## src/rtl/stopwatch_pkg.sv

```systemverilog
// stopwatch_pkg: shared types and constants for the MM:SS stopwatch.
// Optional STOPWATCH_BLINK_EN enables the adjust-mode blink divider.
package stopwatch_pkg;

  typedef enum logic [1:0] {
    RUN,
    PAUSED,
    ADJUST
  } state_t;

  localparam int BCD_W     = 4;
  localparam int SEC_MAX   = 59;
  localparam int BLINK_DIV = 8;

  function automatic logic [2*BCD_W-1:0] to_bcd2(input int v);
    to_bcd2 = {BCD_W'(v / 10), BCD_W'(v % 10)};
  endfunction

endpackage

```

## src/rtl/stopwatch_if.sv

```systemverilog
// stopwatch_if: display bundle from the stopwatch core to the
// 7-segment driver (four BCD digits, run flag, blink flags).
interface stopwatch_if;
  import stopwatch_pkg::*;

  logic [BCD_W-1:0] min_tens;
  logic [BCD_W-1:0] min_ones;
  logic [BCD_W-1:0] sec_tens;
  logic [BCD_W-1:0] sec_ones;
  logic             running;
  logic             blink_min;
  logic             blink_sec;

  modport master (
    output min_tens, min_ones,
    output sec_tens, sec_ones,
    output running,
    output blink_min, blink_sec
  );

  modport slave (
    input min_tens, min_ones,
    input sec_tens, sec_ones,
    input running,
    input blink_min, blink_sec
  );

endinterface

```

## src/rtl/stopwatch_bcd2_counter.sv

```systemverilog
// bcd2_counter: two-digit BCD up-counter wrapping to 00 after the
// wrap value; carry_out flags the wrapping increment.
module bcd2_counter
  import stopwatch_pkg::*;
(
  input  logic             clk,
  input  logic             rst_n,
  input  logic             inc,
  input  logic [BCD_W-1:0] wrap_tens,
  input  logic [BCD_W-1:0] wrap_ones,
  output logic [BCD_W-1:0] tens,
  output logic [BCD_W-1:0] ones,
  output logic             carry_out
);

  logic at_wrap;
  logic ones_nine;

  assign at_wrap   = (tens == wrap_tens) && (ones == wrap_ones);
  assign ones_nine = (ones == BCD_W'(9));
  assign carry_out = inc && at_wrap;

  always_ff @(posedge clk or negedge rst_n) begin
    if (!rst_n) begin
      tens <= '0;
      ones <= '0;
    end else if (inc) begin
      unique case (1'b1)
        at_wrap: begin
          tens <= '0;
          ones <= '0;
        end
        (!at_wrap && ones_nine): begin
          ones <= '0;
          tens <= tens + BCD_W'(1);
        end
        default: ones <= ones + BCD_W'(1);
      endcase
    end
  end

endmodule

```

## src/rtl/stopwatch_core.sv

```systemverilog
// stopwatch_core: MM:SS stopwatch with run/pause and adjust modes.
// Define STOPWATCH_BLINK_EN to build the adjust-mode blink outputs.
module stopwatch_core
  import stopwatch_pkg::*;
#(
  parameter int MAX_MIN     = 59,
  parameter int ADJ_DIV     = 16,
  parameter int SYNC_STAGES = 2
) (
  input  logic        clk,
  input  logic        rst_n,
  input  logic        one_hz,
  input  logic        thirty_two_hz,
  input  logic        pause_btn,
  input  logic        adj,
  input  logic        sel,
  stopwatch_if.master disp
);

  localparam int ADJ_W = (ADJ_DIV > 1) ? $clog2(ADJ_DIV) : 1;
  localparam logic [2*BCD_W-1:0] SEC_WRAP = to_bcd2(SEC_MAX);
  localparam logic [2*BCD_W-1:0] MIN_WRAP = to_bcd2(MAX_MIN);

  // bit 0 one_hz, bit 1 thirty_two_hz, bit 2 pause_btn
  logic [SYNC_STAGES-1:0][2:0] sync_q;
  logic [2:0]                  prev_q;
  logic [2:0]                  sync_last;
  logic [2:0]                  tick;

  assign sync_last = sync_q[SYNC_STAGES-1];
  assign tick      = sync_last & ~prev_q;

  always_ff @(posedge clk or negedge rst_n) begin
    if (!rst_n) begin
      sync_q <= '0;
      prev_q <= '0;
    end else begin
      sync_q <= {sync_q[SYNC_STAGES-2:0],
                 {pause_btn, thirty_two_hz, one_hz}};
      prev_q <= sync_last;
    end
  end

  logic hz_tick;
  logic tt_tick;
  logic pb_tick;

  assign hz_tick = tick[0];
  assign tt_tick = tick[1];
  assign pb_tick = tick[2];

  state_t state;
  logic   running_q;

  always_ff @(posedge clk or negedge rst_n) begin
    if (!rst_n) begin
      state     <= RUN;
      running_q <= 1'b1;
    end else begin
      unique case (1'b1)
        adj: begin
          state     <= ADJUST;
          running_q <= 1'b0;
        end
        (!adj && state == ADJUST): begin
          state     <= PAUSED;
          running_q <= 1'b0;
        end
        (!adj && state != ADJUST && pb_tick): begin
          state     <= (state == RUN) ? PAUSED : RUN;
          running_q <= (state == PAUSED);
        end
        default: ;
      endcase
    end
  end

  assign disp.running = running_q;

  logic [ADJ_W-1:0] adj_div;
  logic             adj_last;
  logic             adj_fire;
  logic             in_adj;

  assign in_adj   = (state == ADJUST);
  assign adj_last = (adj_div == ADJ_W'(ADJ_DIV - 1));
  assign adj_fire = in_adj && tt_tick && adj_last;

  // held at zero outside ADJUST so every entry starts a fresh interval
  always_ff @(posedge clk or negedge rst_n) begin
    if (!rst_n) begin
      adj_div <= '0;
    end else if (!in_adj) begin
      adj_div <= '0;
    end else if (tt_tick) begin
      adj_div <= adj_last ? '0 : adj_div + ADJ_W'(1);
    end
  end

  logic sec_inc;
  logic min_inc;
  logic sec_carry;
  logic min_carry_unused;

  assign sec_inc = ((state == RUN) && hz_tick) || (adj_fire && sel);
  assign min_inc = ((state == RUN) && sec_carry) || (adj_fire && !sel);

  bcd2_counter u_sec (
    .clk       (clk),
    .rst_n     (rst_n),
    .inc       (sec_inc),
    .wrap_tens (SEC_WRAP[2*BCD_W-1:BCD_W]),
    .wrap_ones (SEC_WRAP[BCD_W-1:0]),
    .tens      (disp.sec_tens),
    .ones      (disp.sec_ones),
    .carry_out (sec_carry)
  );

  bcd2_counter u_min (
    .clk       (clk),
    .rst_n     (rst_n),
    .inc       (min_inc),
    .wrap_tens (MIN_WRAP[2*BCD_W-1:BCD_W]),
    .wrap_ones (MIN_WRAP[BCD_W-1:0]),
    .tens      (disp.min_tens),
    .ones      (disp.min_ones),
    .carry_out (min_carry_unused)
  );

`ifdef STOPWATCH_BLINK_EN
  localparam int BLINK_W = $clog2(BLINK_DIV);

  logic [BLINK_W-1:0] blink_div;
  logic               blink_phase;

  always_ff @(posedge clk or negedge rst_n) begin
    if (!rst_n) begin
      blink_div   <= '0;
      blink_phase <= 1'b0;
    end else if (!in_adj) begin
      blink_div   <= '0;
      blink_phase <= 1'b0;
    end else if (tt_tick) begin
      if (blink_div == BLINK_W'(BLINK_DIV - 1)) begin
        blink_div   <= '0;
        blink_phase <= ~blink_phase;
      end else begin
        blink_div <= blink_div + BLINK_W'(1);
      end
    end
  end

  assign disp.blink_min = in_adj && !sel && blink_phase;
  assign disp.blink_sec = in_adj && sel && blink_phase;
`else
  assign disp.blink_min = 1'b0;
  assign disp.blink_sec = 1'b0;
`endif

endmodule

```

## src/flat_wrapper.sv

```systemverilog
// flat-port wrapper written by rule: the top's interface ports become plain ports
module stopwatch_core_flat import stopwatch_pkg::*;
#(
  parameter int MAX_MIN     = 59,
  parameter int ADJ_DIV     = 16,
  parameter int SYNC_STAGES = 2
)
  (clk, rst_n, one_hz, thirty_two_hz, pause_btn, adj, sel, disp_min_tens, disp_min_ones, disp_sec_tens, disp_sec_ones, disp_running, disp_blink_min, disp_blink_sec);
  stopwatch_if disp_i ();
  input  logic clk;
  input  logic rst_n;
  input  logic one_hz;
  input  logic thirty_two_hz;
  input  logic pause_btn;
  input  logic adj;
  input  logic sel;
  output wire logic [$bits(disp_i.min_tens)-1:0] disp_min_tens;
  output wire logic [$bits(disp_i.min_ones)-1:0] disp_min_ones;
  output wire logic [$bits(disp_i.sec_tens)-1:0] disp_sec_tens;
  output wire logic [$bits(disp_i.sec_ones)-1:0] disp_sec_ones;
  output wire logic [$bits(disp_i.running)-1:0] disp_running;
  output wire logic [$bits(disp_i.blink_min)-1:0] disp_blink_min;
  output wire logic [$bits(disp_i.blink_sec)-1:0] disp_blink_sec;
  assign disp_min_tens = disp_i.min_tens;
  assign disp_min_ones = disp_i.min_ones;
  assign disp_sec_tens = disp_i.sec_tens;
  assign disp_sec_ones = disp_i.sec_ones;
  assign disp_running = disp_i.running;
  assign disp_blink_min = disp_i.blink_min;
  assign disp_blink_sec = disp_i.blink_sec;
  stopwatch_core #(.MAX_MIN(MAX_MIN), .ADJ_DIV(ADJ_DIV), .SYNC_STAGES(SYNC_STAGES)) u_core (.clk(clk), .rst_n(rst_n), .one_hz(one_hz), .thirty_two_hz(thirty_two_hz), .pause_btn(pause_btn), .adj(adj), .sel(sel), .disp(disp_i));
endmodule
```

## config.mk

```make
export PLATFORM = sky130hd
export DESIGN_NAME = stopwatch_core_flat
export DESIGN_NICKNAME = d
export VERILOG_FILES = /design/src/rtl/stopwatch_pkg.sv /design/src/rtl/stopwatch_if.sv /design/src/rtl/stopwatch_bcd2_counter.sv /design/src/rtl/stopwatch_core.sv /design/src/flat_wrapper.sv
export SDC_FILE = /design/constraint.sdc
export NUM_CORES = 1
export LEC_CHECK = 0
export CORE_MARGIN = 8
export CORE_UTILIZATION = 52
export DETAILED_ROUTE_END_ITERATION = 10
export PLACE_DENSITY = 0.85
export SYNTH_ARGS = -nofsm -noshare
export SYNTH_HDL_FRONTEND = slang
export SYNTH_SLANG_ARGS = --single-unit
```

## constraint.sdc

```tcl
create_clock -name clk -period 2.1 [get_ports clk]
set_input_delay 0.63 -clock clk [delete_from_list [all_inputs] [get_ports clk]]
set_output_delay 0.63 -clock clk [all_outputs]
set_load 0.005 [all_outputs]
```

==> summary.md <==
| Metric | Value |
|---|---|
| Gr ovfl total | `0` |
| Worst hold slack | `354.3 ps` |
| Worst Reg2Reg Path Length in Cells | `6` |
| R2R Path Start | `u_core.adj_div[0]` |
| Kind of critical path | `register to register` |
| Critical Path Fanout Max | `6` |
| Root buf cell | `clkbuf_4` |
| Share of layout cells above drive strength 1 | `between 10% and 20%` |
| Worst-skew pair later-pin latency | `330 ps` |
| Total iterations of the first detailed-routing run | `4` |
| N_diodes | `0` |
| CP peak stage delay | `420 ps` |
| Initial antenna violation count | `0` |
| CP arrival | `2230 ps` |
| Fill cells | `239` |
| Placed Area | `between 1500 and 2000 µm²` |
| Worst Hold Depth | `0` |
| GRT Overall Usage | `13.60%` |
| RR Endpoint | `u_core.u_min.tens[0]` |
| Clock Skew | `13.82 ps` |
| CP max stage cell | `dfrtp_1` |
| Post-CTS Setup Bufs | `0` |
| Synthesis warning total | `0` |
| Crit path max-delay family | `compound AO/OA/AOI/OAI gates` |
| Pwr Density | `around 700 nW/µm²` |
| Hold Fails Final Rpt | `0` |
| Post-Syn Instances | `between 100 and 150` |
| Run status | `finished clean` |
| Hold buffers post-CTS | `0` |
| Ports | `26` |
| Worst setup EP type | `register` |
| Worst min path class | `register to register` |
| Final instance area | `1958 µm²` |
| Worst vdd ir | `335.8 µV` |
| Min-delay src | `u_core.sync_q[1]` |
| P_leak | `0.8856 nW` |
| Tcrit/Tclk final | `96.04%` |
| Clk slew on worst S/H paths | `100 ps` |
| Cell count along the critical path | `6` |
| CTS Buf Count | `5` |
| First-pass GRT wire length | `5444 µm` |
| Row cnt | `20` |
| IO buf count | `23` |
| Syn Area/Cell | `11.26 µm²` |
| Post-CTS sizing | `0` |
| CTS H-Tree Depth | `2` |
| Largest area contributor in the synthesized netlist | `dfrtp_1` |
| Flops & latches, synth | `32` |
| Drt total wl | `about 3200 µm` |
| Setup violators final | `0` |
| DIE HEIGHT | `71.26 µm` |
| CTS tree | `yes` |
| Maxcap violations | `0` |
| DR vias/cell | `roughly 5.5` |
| Vias in the first global route | `1267` |
| Seq/Total Area, Yosys | `50.51%` |
| Wirelength per Cell | `~15 µm` |
| Number of distinct library cells after synthesis | `39` |
| Critical Path RT | `2310 ps` |
| Worst R2R Setup Slack | `80 ps` |
| Gp weighted congestion | `0.8337` |
| Setup crit start kind | `register` |
| Longest Clk Path Bufs | `2` |
| Initial Util | `a little over half` |
| # DRC | `0` |
| Largest net degree at the start of global routing | `33` |
| Clock period minus worst slack | `2017 ps` |
| Die width | `71.26 µm` |
| Synth top area share | `48.86%` |
| Routed via count | `~1200` |
| CP Cell Sequence | `ha_1 -> and2_1 -> a41o_2 -> a21oi_4 -> nand2b_4 -> mux2_4` |
| Max Freq | `just under 500 MHz` |
| Die area | `5077 µm²` |
| Final ANT Viol Nets | `0` |
| Clock sinks | `32` |
| Top area cells in the synthesized netlist | `dfrtp_1 49%, ha_1 7.1%, nor2_1 3.5%` |
| Worst Hold End | `u_core.sync_last[1]` |
| Core box area | `2978 µm²` |
| WP buf/inv | `0` |
| Max-slew violations | `0` |
| Iter 0 DRT Violations | `73` |
| Cell Area, Synth | `1588 µm²` |
| Syn-to-layout area delta | `23.33%` |
| HPWL after DPL | `around 2300 µm` |
| Fin nets | `roughly 190` |
## cells in the mapped netlist
library cell,count
a211oi_1,2
a21o_1,1
a21oi_1,8
a21oi_4,1
a31o_1,1
a31o_2,1
a31oi_1,1
a41o_2,1
a41oi_2,1
and2_1,1
and3b_1,4
buf_4,2
conb_1,1
dfrtp_1,31
dfstp_2,1
ha_1,9
inv_1,6
mux2_1,3
mux2_2,1
mux2_4,2
mux2i_1,1
nand2_1,10
nand2b_1,5
nand2b_4,1
nand3_1,2
nand3b_1,3
nand4_1,1
nor2_1,15
nor2_4,1
nor2b_1,2
nor2b_2,1
nor3_1,2
nor4_4,1
nor4b_2,1
o21ai_0,4
o21ai_1,7
o31ai_1,3
o41ai_2,2
xor2_1,1
## per-layer routing
layer / vias to the layer above / wire length, µm / track usage, %
li1: 572 / - / -
met1: 569 / 1356 / 14.63
met2: 25 / 1537 / 22.14
met3: 8 / 199 / 5.300
met4: 0 / 59 / 8.083
met5: - / 0 / 0
## cell usage in the layout (no fill, tap or decap), drive strengths merged, types with 3 or more instances in the layout
cell type / instances
a21oi: 9
and3b: 4
buf: 8
clkbuf: 7
clkdlybuf4s50: 23
dfrtp: 31
ha: 9
inv: 6
mux2: 6
nand2: 10
nand2b: 6
nand3b: 3
nor2: 16
nor2b: 3
o21ai: 11
o31ai: 3
## flip-flops by register name (all words and copies together), names as in the netlist
signal               flops
u_core.adj_div           4
u_core.u_min.ones        4
u_core.u_min.tens        4
u_core.u_sec.ones        4
u_core.u_sec.tens        4
u_core.prev_q            3
u_core.sync_last         3
u_core.sync_q            3
u_core.state             2
u_core.disp.running      1
## worst max-delay path by stage
| stage | endpoint | slack, ps | from |
|---|---|---|---|
| after floorplan | u_core.u_min.tens[0] | 170 | u_core.adj_div[0] |
| after global placement | u_core.u_min.tens[1] | -120 | sel |
| after detailed placement | u_core.u_min.tens[0] | -150 | sel |
| after CTS | disp_running | 70 | u_core.disp.running |
| after global routing | u_core.u_min.tens[0] | -0.7 | u_core.adj_div[1] |
| final | u_core.u_min.tens[0] | 80 | u_core.adj_div[0] |
## worst register-to-register path, stage by stage, from the launching register on
cell and delay (ps):
dfrtp_1 420, ha_1 250, and2_1 210, a41o_2 280, a21oi_4 230, nand2b_4 200, mux2_4 300
## cell type report
cell class / count / area [µm²] / area share, %
flip-flops and latches: 32 / 802.0 / 40.96
multi-input cells: 102 / 752.0 / 38.40
inverters: 6 / 22.52 / 1.150
well taps: 33 / 41.29 / 2.109
clock inverters: 1 / 5.005 / 0.2556
repair buffers: 31 / 290.3 / 14.82
clock buffers: 7 / 45.04 / 2.300
## logic make-up (layout without fill, tap and decap cells)
logic type      count (synthesis)  in the layout  share of synthesized area (%)
compound gates                 33             33                          15.13
buf+inv                         8             45                          2.364
fa+ha+maj                       9              9                          7.092
simple gates                   50             50                          18.75
mux                             7              7                          5.358
xor+xnor                        1              1                         0.5517
flops                          32             32                          50.51
other cells                     1              2                         0.2362
## power by group
part | switching (W) | internal, W | leakage [nW]
logic | 0.000138 | 0.000181 | 0.462
clock network | 0.000196 | 0.000130 | 0.0293
registers | 0.0000722 | 0.000674 | 0.394
## stage by stage
| step | std cells | setup WS [ps] | setup TNS (ps) | power, W | util (%) |
|---|---|---|---|---|---|
| 6_report | 212 | 83.12 | 0 | 0.001392 | 65.76 |
| 5_1_grt | 212 | -0.7376 | -0.7376 | 0.001489 | 65.76 |
| 4_1_cts | 210 | 68.74 | 0 | 0.001412 | 65.25 |
| 3_3_place_gp | 202 | -115.1 | -325.3 | 0.001054 | 63.57 |
| 2_1_floorplan | 142 | 169.2 | 0 | 0.0009083 | - |
| 3_5_place_dp | 202 | -150.7 | -578.9 | 0.001080 | 63.57 |
No activity file was read; power rests on OpenSTA's default activity.
